### src/rtl/fp_round_pack.sv
// fp_round_pack: two-stage round-and-pack stage with IEEE-style flags and valid/ready handshake

// grs_round: increment decision and inexact term from guard/round/sticky bits
module grs_round (
    input  logic       lsb,
    input  logic       g,
    input  logic       r,
    input  logic       s,
    input  logic       sign,
    input  logic [2:0] mode,
    output logic       inc,
    output logic       inexact
);
    localparam logic [2:0] RNE = 3'd0, RPI = 3'd2, RNI = 3'd3, RNA = 3'd4;
    // Directed modes round away from zero only on the matching sign; RTZ and unknown modes truncate
    always_comb begin
        inexact = g | r | s;
        inc = mode == RNE ? g & (r | s | lsb) :
              mode == RPI ? !sign & inexact :
              mode == RNI ? sign & inexact :
              mode == RNA ? g : 1'b0;
    end
endmodule

module fp_round_pack #(
    parameter int INPUT_WIDTH  = 28,
    parameter int OUTPUT_WIDTH = 24,
    parameter int EXP_WIDTH    = 8
) (
    input  logic                    clk,
    input  logic                    rst,
    input  logic                    in_valid,
    output logic                    in_ready,
    input  logic                    in_sign,
    input  logic [EXP_WIDTH-1:0]    in_exp,
    input  logic [INPUT_WIDTH-1:0]  in_mant,
    input  logic [2:0]              in_mode,
    output logic                    out_valid,
    input  logic                    out_ready,
    output logic                    out_sign,
    output logic [EXP_WIDTH-1:0]    out_exp,
    output logic [OUTPUT_WIDTH-1:0] out_mant,
    output logic                    out_inexact,
    output logic                    out_overflow
);
    localparam int D = INPUT_WIDTH - OUTPUT_WIDTH;
    localparam logic [2:0] RNE = 3'd0, RPI = 3'd2, RNI = 3'd3, RNA = 3'd4;

    logic                    s1_valid, s1_sign, s1_inc, s1_inexact, s1_zero;
    logic [EXP_WIDTH-1:0]    s1_exp;
    logic [OUTPUT_WIDTH-1:0] s1_trunc;
    logic [2:0]              s1_mode;
    logic                    s2_load, s1_load, inc, inexact;
    logic [D+1:0]            ext;
    logic [OUTPUT_WIDTH:0]   sum;
    logic [EXP_WIDTH:0]      exp_res;
    logic [OUTPUT_WIDTH-1:0] mant_res, n_mant;
    logic [EXP_WIDTH-1:0]    n_exp;
    logic                    ovf, to_inf, n_inexact, n_overflow;

    assign s2_load  = !out_valid | out_ready;
    assign s1_load  = !s1_valid | s2_load;
    assign in_ready = s1_load;

    // Two zero bits appended so guard/round/sticky exist for any discard width >= 1
    assign ext = {in_mant[D-1:0], 2'b00};

    grs_round u_grs (
        .lsb    (in_mant[D]),
        .g      (ext[D+1]),
        .r      (ext[D]),
        .s      (|ext[D-1:0]),
        .sign   (in_sign),
        .mode   (in_mode),
        .inc    (inc),
        .inexact(inexact)
    );

    // S1: capture input fields together with the rounding decision
    always_ff @(posedge clk) begin
        if (rst) begin
            s1_valid   <= 1'b0;
            s1_sign    <= 1'b0;
            s1_exp     <= '0;
            s1_trunc   <= '0;
            s1_mode    <= '0;
            s1_inc     <= 1'b0;
            s1_inexact <= 1'b0;
            s1_zero    <= 1'b0;
        end else if (s1_load) begin
            s1_valid <= in_valid;
            if (in_valid) begin
                s1_sign    <= in_sign;
                s1_exp     <= in_exp;
                s1_trunc   <= in_mant[INPUT_WIDTH-1 -: OUTPUT_WIDTH];
                s1_mode    <= in_mode;
                s1_inc     <= inc;
                s1_inexact <= inexact;
                s1_zero    <= in_mant == '0;
            end
        end
    end

    // Increment, renormalize on carry-out, and saturate to Inf or max finite by mode
    always_comb begin
        sum      = {1'b0, s1_trunc} + (OUTPUT_WIDTH+1)'(s1_inc);
        exp_res  = {1'b0, s1_exp} + (EXP_WIDTH+1)'(sum[OUTPUT_WIDTH]);
        mant_res = sum[OUTPUT_WIDTH] ? {1'b1, {(OUTPUT_WIDTH-1){1'b0}}} : sum[OUTPUT_WIDTH-1:0];
        ovf      = exp_res >= {1'b0, {EXP_WIDTH{1'b1}}};
        to_inf   = s1_mode == RNE || s1_mode == RNA ? 1'b1 :
                   s1_mode == RPI ? !s1_sign :
                   s1_mode == RNI ? s1_sign : 1'b0;
        n_exp      = s1_zero ? '0 :
                     !ovf ? exp_res[EXP_WIDTH-1:0] :
                     to_inf ? {EXP_WIDTH{1'b1}} : {{(EXP_WIDTH-1){1'b1}}, 1'b0};
        n_mant     = s1_zero ? '0 :
                     !ovf ? mant_res :
                     to_inf ? '0 : {OUTPUT_WIDTH{1'b1}};
        n_inexact  = !s1_zero & (s1_inexact | ovf);
        n_overflow = !s1_zero & ovf;
    end

    // S2: packed result register driving the outputs; holds while stalled
    always_ff @(posedge clk) begin
        if (rst) begin
            out_valid    <= 1'b0;
            out_sign     <= 1'b0;
            out_exp      <= '0;
            out_mant     <= '0;
            out_inexact  <= 1'b0;
            out_overflow <= 1'b0;
        end else if (s2_load) begin
            out_valid <= s1_valid;
            if (s1_valid) begin
                out_sign     <= s1_sign;
                out_exp      <= n_exp;
                out_mant     <= n_mant;
                out_inexact  <= n_inexact;
                out_overflow <= n_overflow;
            end
        end
    end
endmodule

### config.mk
export PLATFORM = sky130hd
export DESIGN_NAME = fp_round_pack
export DESIGN_NICKNAME = d
export VERILOG_FILES = /design/src/rtl/fp_round_pack.sv
export SDC_FILE = /design/constraint.sdc
export NUM_CORES = 1
export LEC_CHECK = 0
export BUFFER_PORTS_ARGS = -buffer_cell sky130_fd_sc_hd__buf_2
export CAP_MARGIN = 20
export CORE_ASPECT_RATIO = 1.25
export CORE_MARGIN = 2
export CORE_UTILIZATION = 54
export CTS_CLUSTER_SIZE = 14
export DETAILED_ROUTE_END_ITERATION = 8
export GPL_TIMING_DRIVEN = 0
export PLACE_DENSITY = 0.87
export SYNTH_ARGS = -nofsm -noshare
export SYNTH_HDL_FRONTEND = slang
export SYNTH_SLANG_ARGS = --single-unit
export TNS_END_PERCENT = 30
### constraint.sdc
create_clock -name clk -period 3.95 [get_ports clk]
set_clock_uncertainty 0.2 [all_clocks]
set_input_delay 0.9875 -clock clk [delete_from_list [all_inputs] [get_ports clk]]
set_output_delay 0.9875 -clock clk [all_outputs]
set_load 0.02 [all_outputs]
# Word level (Yosys, flattened, before mapping)
# Index checks and enable logic that the tools add are counted.
# W data, S select, Z words.
[op_classes]
addsub = 2
n_lt_le_gt_ge = 1
eq_ne = 6
n_mux = 14
n_bitwise = 12
reduce_logical = 12
[ops]
columns = ["operator", "n"]
rows = [
  ["$mux W24", 4],
  ["$logic_not A28 Y1", 1],
  ["$add A24 B1 Y25", 1],
  ["$mux W8", 2],
  ["$eq A3 B2 Y1 const B", 4],
  ["$add A8 B1 Y9", 1],
  ["$ge A9 B8 Y1 const B", 1],
  ["$mux W1", 8],
  ["$or A1 B1 Y1", 7],
  ["$eq A3 B3 Y1 const B", 2],
  ["$logic_not A3 Y1", 2],
  ["$and A1 B1 Y1", 5],
  ["$logic_not A1 Y1", 5],
  ["$reduce_and A2 Y1", 2],
  ["$reduce_or A2 Y1", 1],
  ["$logic_or A1 B1 Y1", 1],
]
[word_totals]
register_bits = 76
out_inout_bits = 37
elab_cells = 61

# Depth between registers and ports, before layout
[depth]
depth_word = 7
depth_mapped = 13
ltp_nobuf = 11

# Hierarchy
# Synthesis repeated with hierarchy kept, for this count alone.
[unflattened]
cells_unflattened = 459
area_unflattened_um2 = 3627.2
[by_module_without_submodules]
columns = ["mod", "n_inst", "cells_each", "area_per_inst_um2", "seq_area_each_um2"]
rows = [
  ["fp_round_pack", 1, 452, 3570.9, 1521.5],
  ["grs_round", 1, 7, 56.3, 0.0],
]

# Worst setup path before layout
# Ideal clock, no wire load.
[synth_timing]
path_kind = "register to register"
start = "register s1_inc"
end = "register out_mant[22]"
t_arrival_ps = 2380
required_ps = 3616
path_slack_ps = 1236
path_stages_with_launch = 14
path_buffers = 2
cell_sequence = "dfxtp_1 ha_1 ha_1 nand3_2 nor2_1 and4_4 ha_1 nand2b_1 o21ai_1 o21a_1 buf_4 buf_2 a22oi_1 o22ai_1"
[synth_between]
elab_chain_cells = 5
[synth_lines]
columns = ["item", "line_no", "rtl"]
rows = [
  ["from (decl)", "49", "logic s1_valid, s1_sign, s1_inc, s1_inexact, s1_zero;"],
  ["from (signal assigned)", "97", "s1_inc <= inc;"],
  ["$add A24 B1 Y25 *", "106", "sum = {1'b0, s1_trunc} + (OUTPUT_WIDTH+1)'(s1_inc);"],
  ["$add A8 B1 Y9", "107", "exp_res = {1'b0, s1_exp} + (EXP_WIDTH+1)'(sum[OUTPUT_WIDTH]);"],
  ["$ge A9 B8 Y1", "109", "ovf = exp_res >= {1'b0, {EXP_WIDTH{1'b1}}};"],
  ["$mux W24 *", "117", "!ovf ? mant_res :"],
  ["$mux W24 *", "116", "n_mant = s1_zero ? '0 :"],
  ["to (signal assigned)", "137", "out_mant <= n_mant;"],
  ["to (decl)", "42", "output logic [OUTPUT_WIDTH-1:0] out_mant,"],
]
# Mark *: on every way between the ends. The rest lies on a longest branch, timed or not.
# A chain may end at the register's enable or synchronous reset.

# Worst setup path after layout
[layout_timing]
start = "register s1_inc"
end = "register out_mant[18]"
# Same word-level chain as after synthesis.

==> results.tsv <==
stage	metric	value	unit
cells_and_area	diodes	0	
worst_hold_path	hold_path.class	flip-flop to flip-flop	
cells_and_area	stdcell_area	0.00432	mm2
timing	fmax	0.317	GHz
cells_and_area	syn_to_final_growth	20.7	%
cts	cts_hold_buf	0	
timing	worst_pin_slew	0.717	ns
worst_setup_path	startpoint_type	flip-flop	
grt	grt_pass1_wl	14.5	mm
logic_synthesis	syn-cell-area	0.00358	mm2
floorplanning	rows	33	
timing	finalSetupTns	0	ns
status	status	complete, no violations	
timing	finalMaxSlewViolations	0	
timing	layout_min_cycle_time	3.15	ns
floorplanning	fp.dieArea	0.00730	mm2
drt	dr_total_vias	3470	
drt	post-route-drc-count	0	
drt	routedWlPerCell	14.5	um
worst_setup_path	cp_num_buf_inv	0	
logic_synthesis	syn_inst	441	
logic_synthesis	syn_area_per_cell	8.11	um2
worst_setup_path	crit_required	4.03	ns
pwr	p_per_area	390	mW/mm2
worst_hold_path	hold_start	out_exp[3]	
cts	clk_latency	0.36	ns
logic_synthesis	synth-seq-area-share	42.5	%
timing	slew_headroom	51.8	%
cts	cts.htree.levels	3	
worst_setup_path	rrSetupSlack	0.80	ns
placement	io_buffer_count	79	
pwr	power_leakage	1.82	nW
cts	cts_buffer_depth	2	
drt	vias_per_cell	5.57	
worst_setup_path	crit_fanout	9	
cts	clk_pin_slew	0.08	ns
timing	hold_viol	0	
logic_synthesis	synthFlopType	dfxtp_1	
grt	grt_max_degree	13	
floorplanning	core	0.00648	mm2
drt	drt_iter0_drc	267	
worst_setup_path	cp_common_cell	ha_1	
grt	grt.total_usage	25.4	%
grt	antenna_found_initial	0	
logic_synthesis	yosysWarnings	0	
cells_and_area	n_fill_cell	540	
logic_synthesis	synth-edff-count	0	
drt	first_pass_iters	5	
cells_and_area	nets	579	
logic_synthesis	yosys_register_bits	76	
cells_and_area	drive_above_1_share	22.9	%
cts	numClockSinks	76	
run	cap_violations	0	
drt	wirelength	9.01	mm
floorplanning	fp.dieW	76.8	um
placement	dp_hpwl	6.96	mm
worst_setup_path	path_class	flip-flop to flip-flop	
cts	ctsResizeCount	0	
drt	ant_nets	0	
floorplanning	die_y	95.0	um
logic_synthesis	async_flop_share	0	%
grt	grt_pass1_vias	3216	
worst_setup_path	r2r_start	s1_inc	
pwr	vdd_ir_drop_max	283	uV
timing	layout_setup_ws	0.798	ns
worst_setup_path	path_cells	ha_1 > ha_1 > nand3_2 > nor2_1 > and4_4 > ha_1 > nand2b_1 > o21ai_1 > o21ai_1 > nand3_1 > o22ai_1	
placement	pre_cts_slack	0.872	ns
grt	grt-ovfl-total	0	
worst_setup_path	path_delay_family	simple AND/OR/NAND/NOR gates	
floorplanning	start_util	55.2	%
cts	numCtsBuffers	9	
cts	post_cts_buffers	0	
placement	gp_congestion	0.893	
cts	root_buffer	clkbuf_8	
cts	cts_tree	done	
timing	fin_crit_sh	79.8	%
worst_setup_path	crit_arrival	3.23	ns
worst_setup_path	endpoint_kind	flip-flop	
worst_setup_path	slowest_stage	o21ai_1	
worst_setup_path	crit_path_start	s1_inc	
placement	placed_area	0.00408	mm2
logic_synthesis	syn_nets	489	
worst_setup_path	cp_slowest_stage_delay	0.39	ns
timing	rsz0062_at_grt	no	
timing	setup_viol	0	
logic_synthesis	ys_types	51	
floorplanning	ios	81	
## routing by layer
layer	vias up	track usage, %	part of all wire (%)	routed length, um
met1	1572	27.8	40	3640
li1	1738	-	-	-
met4	0	15.3	2.9	258
met2	137	45.8	51	4620
met3	23	4.59	5.4	488
met5	-	0	0	0
## path summary, 6_finish.rpt
check,to,cells past startpoint
worst max-delay path,out_mant[18],11
worst min-delay path,out_exp[3],2
worst max register to register,out_mant[18],11
worst min register to register,out_exp[3],2
## per-stage QoR
step | hold slack [ns] | util [%] | power, mW | std cells
floorplan | 0.240 | - | 0.945 | 441
global placement | 0.222 | 63.0 | 1.01 | 607
detailed placement | 0.233 | 63.0 | 1.01 | 607
CTS | 0.244 | 66.6 | 1.69 | 623
global route | 0.266 | 66.6 | 1.75 | 623
finish | 0.238 | 66.6 | 1.68 | 623
## tightest hold or removal path, stage by stage, from the launching register on
cell     delay [ns]
dfxtp_1        0.31
nand2_1        0.05
nand2_1        0.04
## cells in the mapped netlist, types with 6 or more instances
| master | number | area [um2] |
|---|---|---|
| xor2_1 | 18 | 158 |
| o211ai_1 | 6 | 45.0 |
| a21oi_1 | 52 | 260 |
| xnor2_1 | 6 | 52.6 |
| buf_2 | 8 | 40.0 |
| dfxtp_1 | 76 | 1520 |
| nand2_1 | 109 | 409 |
| a22oi_1 | 9 | 67.6 |
| inv_1 | 7 | 26.3 |
| nand3_1 | 18 | 90.1 |
| clkbuf_1 | 11 | 41.3 |
| o22ai_1 | 6 | 37.5 |
| nor4_1 | 9 | 56.3 |
| nor2_1 | 18 | 67.6 |
| o21ai_1 | 11 | 55.1 |
| nor3_1 | 10 | 50.1 |
| o21ai_0 | 7 | 35.0 |
## flip-flops by register name, summed over array words and instances, names as in the netlist
register	flops
out_mant	24
s1_trunc	24
out_exp	8
s1_exp	8
s1_mode	3
out_inexact	1
out_overflow	1
out_sign	1
out_valid	1
s1_inc	1
s1_inexact	1
s1_sign	1
s1_valid	1
s1_zero	1
## where the power goes
group | switching (mW) | internal [mW] | total [mW]
clock | 0.278 | 0.408 | 0.685
sequential | 0.0329 | 0.798 | 0.831
combinational | 0.103 | 0.0648 | 0.168
total | 0.414 | 1.27 | 1.68
## cell type report
| cell class | count | area [um2] | area share [%] |
|---|---|---|---|
| clock buffer | 13 | 169 | 3.91 |
| multi-input combinational | 334 | 1920 | 44.4 |
| inverter | 7 | 26.3 | 0.609 |
| buffer | 24 | 111 | 2.58 |
| tap | 87 | 109 | 2.52 |
| sequential | 76 | 1520 | 35.2 |
| clock inverter | 3 | 67.6 | 1.56 |
| timing repair buffer | 79 | 395 | 9.16 |
## cells in the final DEF (no fill, tap or decap), drive strengths merged, types with 2 or more instances in the layout
master / n
and3: 3
nand2: 109
bufinv: 2
a32o: 2
dfxtp: 76
xor2: 18
inv: 7
nand4b: 2
nor3: 14
nor4b: 2
a221o: 3
a21oi: 53
buf: 92
or3: 3
ha: 4
a22oi: 9
nand4: 5
o21ai: 18
nor2: 18
nand3: 22
o211ai: 7
xnor2: 6
nand2b: 3
o22ai: 6
nand3b: 2
nor4: 13
clkbuf: 24
## cell families (layout without fill, tap and decap cells)
family | after synthesis | in the layout | synth area share [%]
flip-flops | 76 | 76 | 42.5
adder cells (fa/ha/maj) | 4 | 4 | 1.40
AND/OR/NAND/NOR | 200 | 200 | 28.4
AO/OA/AOI/OAI | 104 | 104 | 17.3
buffers and inverters | 31 | 126 | 3.85
multiplexers | 2 | 2 | 0.595
XOR/XNOR | 24 | 24 | 5.88
Power figures use the tool's default switching activity.
